[src/rtl/mem_pkg.sv]
// Shared definitions for the memory access unit.
// Holds request size codes, FSM state encoding, lane geometry constants and a
// helper that maps a size code to its access width in bytes.
package mem_pkg;

    // Request size codes (req_size)
    localparam logic [1:0] SZ_BYTE = 2'b00;
    localparam logic [1:0] SZ_HALF = 2'b01;
    localparam logic [1:0] SZ_WORD = 2'b10;
    localparam logic [1:0] SZ_RSVD = 2'b11;

    // FSM state encoding
    localparam logic [1:0] ST_IDLE = 2'b00;
    localparam logic [1:0] ST_RD   = 2'b01;
    localparam logic [1:0] ST_WR   = 2'b10;
    localparam logic [1:0] ST_RESP = 2'b11;

    // Lane geometry of the 32-bit RAM word
    localparam int unsigned LANES_PER_WORD = 4;
    localparam int unsigned LANE_W         = 8;

    // Access width in bytes; the reserved code is rejected before this matters.
    function automatic logic [2:0] size_bytes(input logic [1:0] size);
        case (size)
            SZ_BYTE: size_bytes = 3'd1;
            SZ_HALF: size_bytes = 3'd2;
            default: size_bytes = 3'd4;
        endcase
    endfunction

endpackage

[src/rtl/load_align.sv]
// Combinational load lane extraction and extension.
// Ports:
//   word_i     - full 32-bit word read from RAM
//   addr_lo_i  - byte offset addr[1:0] within the word
//   size_i     - size code (byte/half/word)
//   unsigned_i - 1: zero-extend sub-word loads, 0: sign-extend
//   result_o   - right-aligned, extended load result
// Halfword selection uses addr[1] only, so a half at an odd address is
// aligned down.
module load_align
    import mem_pkg::*;
(
    input  logic [31:0] word_i,
    input  logic [1:0]  addr_lo_i,
    input  logic [1:0]  size_i,
    input  logic        unsigned_i,
    output logic [31:0] result_o
);

    logic [7:0]  byte_sel;
    logic [15:0] half_sel;

    always_comb begin
        byte_sel = word_i[{addr_lo_i, 3'b000} +: 8];
        half_sel = word_i[{addr_lo_i[1], 4'b0000} +: 16];
        case (size_i)
            SZ_BYTE: result_o = unsigned_i ? {24'h0, byte_sel} : {{24{byte_sel[7]}}, byte_sel};
            SZ_HALF: result_o = unsigned_i ? {16'h0, half_sel} : {{16{half_sel[15]}}, half_sel};
            default: result_o = word_i;
        endcase
    end

endmodule

[src/rtl/mem_access_unit.sv]
// Load/store unit in front of a single-port 32-bit RAM.
// Accepts one request at a time, performs a read, write, or read-modify-write
// of the addressed word, and returns a one-cycle response pulse.
// Ports:
//   clk, rst          - clock and asynchronous active-high reset
//   req_*             - request handshake and fields (latched on accept)
//   rsp_valid/rdata/err - one-cycle response, zero outside the response cycle
//   mem_*             - RAM side; mem_rdata is combinational, writes are full-word
// Configuration macro: MISALIGN_EXC_EN - when defined, misaligned half/word
// requests are rejected with rsp_err; otherwise they are aligned down.
module mem_access_unit
    import mem_pkg::*;
#(
    parameter int unsigned MEM_BYTES = 1024
) (
    input  logic        clk,
    input  logic        rst,
    input  logic        req_valid,
    output logic        req_ready,
    input  logic        req_we,
    input  logic [1:0]  req_size,
    input  logic        req_unsigned,
    input  logic [31:0] req_addr,
    input  logic [31:0] req_wdata,
    output logic        rsp_valid,
    output logic [31:0] rsp_rdata,
    output logic        rsp_err,
    output logic        mem_re,
    output logic        mem_we,
    output logic [31:0] mem_addr,
    output logic [31:0] mem_wdata,
    input  logic [31:0] mem_rdata
);

    logic [1:0]  state_q, state_d;
    logic        we_q, we_d;
    logic [1:0]  size_q, size_d;
    logic        unsigned_q, unsigned_d;
    logic [31:0] addr_q, addr_d;
    logic [31:0] wdata_q, wdata_d;
    logic [31:0] rdata_q, rdata_d;
    logic        err_q, err_d;

    logic [32:0] end_addr;
    logic        range_err;
    logic        misalign_err;
    logic        req_bad;
    logic [31:0] merged;
    logic [31:0] load_res;

    // 33-bit sum so an address near 2^32 cannot wrap past the range check
    assign end_addr  = {1'b0, req_addr} + {30'h0, size_bytes(req_size)};
    assign range_err = end_addr > 33'(MEM_BYTES);

`ifdef MISALIGN_EXC_EN
    assign misalign_err = ((req_size == SZ_HALF) && req_addr[0]) ||
                          ((req_size == SZ_WORD) && (req_addr[1:0] != 2'b00));
`else
    assign misalign_err = 1'b0;
`endif

    assign req_bad = (req_size == SZ_RSVD) || range_err || misalign_err;

    always_comb begin
        state_d    = state_q;
        we_d       = we_q;
        size_d     = size_q;
        unsigned_d = unsigned_q;
        addr_d     = addr_q;
        wdata_d    = wdata_q;
        rdata_d    = rdata_q;
        err_d      = err_q;
        case (state_q)
            ST_IDLE: begin
                if (req_valid) begin
                    we_d       = req_we;
                    size_d     = req_size;
                    unsigned_d = req_unsigned;
                    addr_d     = req_addr;
                    wdata_d    = req_wdata;
                    rdata_d    = '0;
                    err_d      = req_bad;
                    if (req_bad) begin
                        state_d = ST_RESP;
                    end else if (req_we && (req_size == SZ_WORD)) begin
                        state_d = ST_WR;
                    end else begin
                        // Loads and sub-word stores both need the current word
                        state_d = ST_RD;
                    end
                end
            end
            ST_RD: begin
                rdata_d = mem_rdata;
                state_d = we_q ? ST_WR : ST_RESP;
            end
            ST_WR:   state_d = ST_RESP;
            default: state_d = ST_IDLE;
        endcase
    end

    // Read-modify-write merge: only the addressed lane(s) take the store data
    always_comb begin
        merged = rdata_q;
        case (size_q)
            SZ_BYTE: merged[{addr_q[1:0], 3'b000} +: 8] = wdata_q[7:0];
            SZ_HALF: merged[{addr_q[1], 4'b0000} +: 16] = wdata_q[15:0];
            default: merged = wdata_q;
        endcase
    end

    load_align u_load_align (
        .word_i     (rdata_q),
        .addr_lo_i  (addr_q[1:0]),
        .size_i     (size_q),
        .unsigned_i (unsigned_q),
        .result_o   (load_res)
    );

    // All outputs decode from the state register so reset clears them at once
    always_comb begin
        req_ready = (state_q == ST_IDLE);
        rsp_valid = (state_q == ST_RESP);
        rsp_err   = (state_q == ST_RESP) && err_q;
        rsp_rdata = ((state_q == ST_RESP) && !err_q && !we_q) ? load_res : 32'h0;
        mem_re    = (state_q == ST_RD);
        mem_we    = (state_q == ST_WR);
        mem_addr  = (mem_re || mem_we) ? {addr_q[31:2], 2'b00} : 32'h0;
        mem_wdata = mem_we ? merged : 32'h0;
    end

    always_ff @(posedge clk or posedge rst) begin
        if (rst) begin
            state_q    <= ST_IDLE;
            we_q       <= 1'b0;
            size_q     <= SZ_BYTE;
            unsigned_q <= 1'b0;
            addr_q     <= 32'h0;
            wdata_q    <= 32'h0;
            rdata_q    <= 32'h0;
            err_q      <= 1'b0;
        end else begin
            state_q    <= state_d;
            we_q       <= we_d;
            size_q     <= size_d;
            unsigned_q <= unsigned_d;
            addr_q     <= addr_d;
            wdata_q    <= wdata_d;
            rdata_q    <= rdata_d;
            err_q      <= err_d;
        end
    end

endmodule
[config.mk]
export PLATFORM = sky130hd
export DESIGN_NAME = mem_access_unit
export DESIGN_NICKNAME = d
export VERILOG_FILES = /design/src/rtl/mem_pkg.sv /design/src/rtl/load_align.sv /design/src/rtl/mem_access_unit.sv
export SDC_FILE = /design/constraint.sdc
export NUM_CORES = 1
export LEC_CHECK = 0
export CORE_ASPECT_RATIO = 1.1
export CORE_UTILIZATION = 48
export CTS_CLUSTER_DIAMETER = 150
export DETAILED_ROUTE_END_ITERATION = 8
export GPL_TIMING_DRIVEN = 0
export PLACE_DENSITY = 0.82
export SETUP_SLACK_MARGIN = 0.05
export SYNTH_ARGS = -nofsm -noshare
export SYNTH_HDL_FRONTEND = slang
export SYNTH_SLANG_ARGS = --single-unit
export TNS_END_PERCENT = 100
[constraint.sdc]
create_clock -name clk -period 4.25 [get_ports clk]
set_input_delay 0.6375 -clock clk [delete_from_list [all_inputs] [get_ports clk]]
set_output_delay 0.6375 -clock clk [all_outputs]
set_load 0.005 [all_outputs]
# ---- Word-level counts from Yosys, hierarchy flattened
# Index checks and enable logic that the tools add are counted.
dict set report totals {
  reg_bits 103
  inputBits 103
}
dict set report op_classes {
  n_addsub 3
  magnitude_cmp 1
  eq_ne 8
  n_shift 6
  n_mux 17
  reduce_logical 14
}
# cell n
set op_table {}
lappend op_table {{$mux W32} 6}
lappend op_table {{$pmux W32 S2} 3}
lappend op_table {{$bwmux W32} 2}
lappend op_table {{$add A32 B3 Y33} 1}
lappend op_table {{$gt A33 B11 Y1 const B} 1}
lappend op_table {{$shift A16 B7 Y32 const A} 1}
lappend op_table {{$shift A8 B7 Y32 const A} 1}
lappend op_table {{$shiftx A16 B7 Y32} 1}
lappend op_table {{$shiftx A32 B6 Y16} 1}
lappend op_table {{$shiftx A32 B6 Y8} 1}
lappend op_table {{$shiftx A8 B7 Y32} 1}
lappend op_table {{$neg A5 Y7} 2}
lappend op_table {{$eq A2 B2 Y1 const B} 4}
lappend op_table {{$eq A2 B1 Y1 const B} 3}
lappend op_table {{$logic_not A2 Y1} 3}
lappend op_table {{$mux W2} 3}
lappend op_table {{$pmux W2 S3} 1}
lappend op_table {{$pmux W3 S2} 1}
lappend op_table {{$logic_and A1 B1 Y1} 4}
lappend op_table {{$reduce_and A2 Y1} 2}
lappend op_table {{$logic_not A1 Y1} 2}
lappend op_table {{$logic_or A1 B1 Y1} 2}
lappend op_table {{$ne A2 B2 Y1 const B} 1}
lappend op_table {{$reduce_bool A2 Y1} 1}
lappend op_table {{$mux W1} 1}

# ---- Longest topological paths before layout
# Gate-level depths: netlist of the first run.
dict set report logic_depth {
  word_depth 8
  ltp_mapped 11
}

# ---- Modules after synthesis
# From an unflattened synthesis of the first run, not the netlist that was laid out.
dict set report hier_totals {
  cells_unflattened 678
  hier_area_um2 6721.4
}
# module instances cells_each area_each_um2 seq_area_each_um2
set modules_own_cells {}
lappend modules_own_cells {mem_access_unit 1 582 6019.5 2577.5}
lappend modules_own_cells {load_align 1 96 701.9 0.0}

# ---- Worst setup path before layout of the first run
# Ideal clock, no wire load.
dict set report synth_timing {
  kind {in2reg}
  start {input port req_size[0]}
  end {register err_q}
  setup_ps 137
  arrival_time_ps 2731
  required_time_ps 4113
  path_slack_ps 1382
  path_stages 11
  path_cell_list {nor2_1 ha_1 fa_1 a21oi_2 nand2_1 a21oi_1 a22oi_1 or4_1 o21ai_0 and4b_1 o21ai_0}
}
dict set report synth_between {
  elab_chain_len 5
}
# item line
set synth_lines {}
lappend synth_lines {{start: declaration} mem_access_unit.sv:21} ;# input logic [1:0] req_size,
lappend synth_lines {{$eq A2 B1 Y1 / $logic_not A2 Y1 (equally long branches)} mem_pkg.sv:24} ;# case (size)
lappend synth_lines {{$pmux W3 S2} mem_pkg.sv:24}
lappend synth_lines {{$add A32 B3 Y33} mem_access_unit.sv:52} ;# assign end_addr = {1'b0, req_addr} + {30'h0, size_bytes(req_size)};
lappend synth_lines {{$gt A33 B11 Y1} mem_access_unit.sv:53} ;# assign range_err = end_addr > 33'(MEM_BYTES);
lappend synth_lines {{$logic_or A1 B1 Y1 *} mem_access_unit.sv:62} ;# assign req_bad = (req_size == SZ_RSVD) || range_err || misalign_err;
lappend synth_lines {{end signal: assignment} mem_access_unit.sv:150} ;# err_q <= err_d;
lappend synth_lines {{end: declaration} mem_access_unit.sv:42} ;# logic err_q, err_d;
# Mark *: on every way between the ends. The rest lies on a longest branch, timed or not.
# A chain may end at the register's enable or synchronous reset.

# ---- Worst setup path after layout of the first run
dict set report layout_timing {
  start {register addr_q[1]}
  end {output port mem_wdata[26]}
}
dict set report layout_between {
  elab_chain_len 5
}
# item line
set layout_lines {}
lappend layout_lines {{start: declaration} mem_access_unit.sv:39} ;# logic [31:0] addr_q, addr_d;
lappend layout_lines {{start signal: assignment} mem_access_unit.sv:147} ;# addr_q <= addr_d;
lappend layout_lines {{$neg A5 Y7 (on tied branches)} {mem_access_unit.sv:107, mem_access_unit.sv:106}}
lappend layout_lines {{$shiftx A16 B7 Y32, or another cell as far along} mem_access_unit.sv:107} ;# SZ_HALF: merged[{addr_q[1], 4'b0000} +: 16] = wdata_q[15:0];
lappend layout_lines {{$bwmux W32 (on tied branches)} {mem_access_unit.sv:107, mem_access_unit.sv:106}}
lappend layout_lines {{$pmux W32 S2 *} mem_access_unit.sv:105} ;# case (size_q)
lappend layout_lines {{$mux W32 *} mem_access_unit.sv:129} ;# mem_wdata = mem_we ? merged : 32'h0;
lappend layout_lines {{end: declaration} mem_access_unit.sv:31} ;# output logic [31:0] mem_wdata,
# Marked as above.

==> results of run 1 <==
[layout make-up]
type                    count  area [um2]
fillers                  1087        4180
multi-input cells         511        3640
flip-flops and latches    103        2580
repair buffers            200        2020
clock buffers              12         256
well taps                 161         201
plain buffers              44         185
inverters                  36         141
clock inverters             3        18.8
[repair_timing]
action,in CTS,in global routing
gates resized for setup,0,6
hold buffers,0,0
setup buffers,0,0
setup endpoints to repair,0,20
[power groups by stage]
stage	clock network [mW]	logic [mW]	registers (mW)
floorplan	0	2.07	1.70
global placement	0	3.39	1.91
detailed placement	0	3.43	1.92
CTS	0.806	3.45	1.91
global route	0.851	3.80	1.96
finish	0.797	3.49	1.93
[worst min path at each step]
stage | end | slack, ns | depth (start not counted)
after floorplan | addr_q[18] | 0.44 | 2
after global placement | addr_q[7] | 0.46 | 2
after detailed placement | addr_q[7] | 0.47 | 2
after CTS | addr_q[7] | 0.49 | 2
after global routing | addr_q[23] | 0.51 | 1
final | addr_q[7] | 0.49 | 2
[flip-flops by register name (all words and copies together), names as in the netlist]
register and cells:
addr_q 32, rdata_q 32, wdata_q 32, size_q 2
state_q 2, err_q 1, unsigned_q 1, we_q 1
[cells in the mapped netlist (6+ instances only)]
master | number | area (um2)
nor2_1 | 43 | 161
mux2_2 | 68 | 766
nor2b_1 | 20 | 125
nand4_1 | 7 | 43.8
clkbuf_1 | 38 | 143
a22o_1 | 32 | 280
and2_1 | 47 | 294
inv_1 | 35 | 131
dfrtp_1 | 103 | 2580
a222oi_1 | 15 | 150
a211oi_1 | 6 | 45.0
a22oi_1 | 18 | 135
a21oi_1 | 33 | 165
nor3_1 | 10 | 50.1
o21ai_0 | 43 | 215
ha_1 | 12 | 150
o221ai_1 | 7 | 61.3
nand2_1 | 52 | 195
xor2_1 | 7 | 61.3
nand3_1 | 15 | 75.1
[per-layer routing]
layer	vias to the layer above	wire, um	track usage, %
li1	2942	-	-
met1	2917	8530	37.2
met2	296	10300	53.5
met3	42	1740	7.15
met4	0	682	14.1
met5	-	0	0
[cells by family (layout without fill, tap and decap cells)]
logic type | after synthesis | in the layout | share of synthesized area [%]
compound gates | 181 | 181 | 19.6
xor+xnor | 9 | 9 | 1.21
fa+ha+maj | 13 | 13 | 2.61
buf+inv | 80 | 295 | 4.90
flops | 103 | 103 | 39.6
mux | 73 | 73 | 12.5
other cells | 1 | 2 | 0.0576
simple gates | 233 | 233 | 19.6
[per-stage QoR]
stage | cells | hold slack [ns] | power (mW) | util (%) | setup slack [ns]
after global routing | 1070 | 0.506 | 6.61 | 68.4 | 0.0703
after CTS | 1070 | 0.487 | 6.17 | 68.2 | 0.170
after floorplan | 694 | 0.442 | 3.77 | - | 0.909
after global placement | 1054 | 0.462 | 5.30 | 65.9 | -0.650
after detailed placement | 1055 | 0.472 | 5.35 | 66.2 | 0.263
final | 1070 | 0.492 | 6.21 | 68.4 | 0.269
[critical path, cell delays in order, from the launching register on]
cell and delay [ns]:
dfrtp_1 0.38, buf_2 0.24, clkinvlp_4 0.25, ha_1 0.41
nor2_1 0.08, and3_1 0.18, clkbuf_1 0.20, a222oi_1 0.52
o21ai_0 0.12, and2_1 0.17, clkdlybuf4s50_1 0.45
==> flow_metrics.env, run 1 <==
export IMPL_status="complete, but fails checks"
export IMPL_violations="DRC"
export IMPL_power_frac_comb_pct=56.2
export IMPL_synth_edf_count=0
export IMPL_insertedDiodeCount=0
export IMPL_max_freq_mhz=251
export IMPL_synthesis_area_um2=6510
export IMPL_ir_worst_vdd_mv=0.351
export IMPL_crit_type="reg2out"
export IMPL_yosysSeqAreaShare_pct=39.6
export IMPL_r2r_start="state_q[0]"
export IMPL_hold_violations=0
export IMPL_report_final_slew_viol_count=0
export IMPL_drive_gt1_share_pct=12.2
export IMPL_fin_nets=1021
export IMPL_syn_area_per_cell_um2=9.40
export IMPL_crit_end="mem_wdata[26]"
export IMPL_cts_buffers_inserted=9
export IMPL_fin_crit_ns=3.98
export IMPL_cp_end_kind="output port"
export IMPL_p_clk_share_pct=12.8
export IMPL_grt_max_degree=54
export IMPL_drc=5
export IMPL_synthArstFlopShare_pct=100
export IMPL_synth_distinct_cells=62
export IMPL_synthFlopType="dfrtp_1"
export IMPL_postPlaceCellArea_um2=8740
export IMPL_rrSetupSlack_ns=1.90
export IMPL_fin_skew_ns=0.00375
export IMPL_relSlewSlack_pct=47.8
export IMPL_final_common_cell="clkdlybuf4s50_1"
export IMPL_swShare_pct=40.7
export IMPL_clock_sinks=103
export IMPL_hold_start="addr_q[7]"
export IMPL_layout_common_cells="199 x clkdlybuf4s50_1, 103 x dfrtp_1, 68 x mux2_2"
export IMPL_wl_um=21300
export IMPL_wl_per_cell_um=19.9
export IMPL_vias=6197
export IMPL_grt_first_pass_wirelength_um=32700
export IMPL_clk_latency_ns=0.36
export IMPL_grt_use_total_pct=31.0
export IMPL_synth_seq_cells=103
export IMPL_htree_levels=3
export IMPL_area_delta_synth_final_pct=38.7
export IMPL_dieArea_um2=14000
export IMPL_start_kind="flop"
export IMPL_period_share_pct=93.7
export IMPL_hp_class="reg2reg"
export IMPL_p_leak_nw=3.68
export IMPL_worstSetupStartpoint="addr_q[1]"
export IMPL_p_sw_mw=2.53
export IMPL_sequentialPowerShare_pct=31.0
export IMPL_io_buffers=199
export IMPL_grt_setup_unrepaired="no"
export IMPL_syn_instance_count=693
export IMPL_drt_iter0_drc=472
export IMPL_internal_power_mw=3.69
export IMPL_pin_count=204
export IMPL_final_antenna_net_count=0
export IMPL_die_w_um=113
export IMPL_ys_warnings_count=0
export IMPL_grt_pass1_vias=6026
export IMPL_r2r_cells=5
export IMPL_globalplace_congestion=0.976
export IMPL_clockBufferDepth=2
export IMPL_coreArea_um2=13200
export IMPL_start_util_pct=49.3
export IMPL_post_dp_hpwl_um=16500
export IMPL_fp_dieH_um=124
export IMPL_fin_area_um2=9040
export IMPL_cap_viol_max_count=0
export IMPL_cts_root_buffer="clkbuf_16"
export IMPL_path_clk_slew_ns=0.07
export IMPL_cp_required_ns=3.61
export IMPL_cts_tree="done"
export IMPL_r2r_end="wdata_q[29]"
export IMPL_p_per_area_nw_per_um2=687
export IMPL_setup_tns_ns=0
export IMPL_worst_pin_slew_ns=0.781
export IMPL_via_per_inst=5.79
export IMPL_cp_arrival_ns=3.34
export IMPL_setup_viol=0
export IMPL_cp_max_fo=11
export IMPL_core_rowCount=44
export IMPL_antenna_found_initial=0
export IMPL_grt_ovfl_total=0
export IMPL_dr_pass1_iters=9
Power figures use the tool's default switching activity.
==> run 2, diff against run 1 <==
--- a/config.mk
+++ b/config.mk
@@ -12,6 +12,7 @@
 export GPL_TIMING_DRIVEN = 0
 export PLACE_DENSITY = 0.82
 export SETUP_SLACK_MARGIN = 0.05
+export SKIP_LAST_GASP = 1
 export SYNTH_ARGS = -nofsm -noshare
 export SYNTH_HDL_FRONTEND = slang
 export SYNTH_SLANG_ARGS = --single-unit
==> results of run 2 <==
No change in the layout: final DEF, timing and power equal those of run 1.
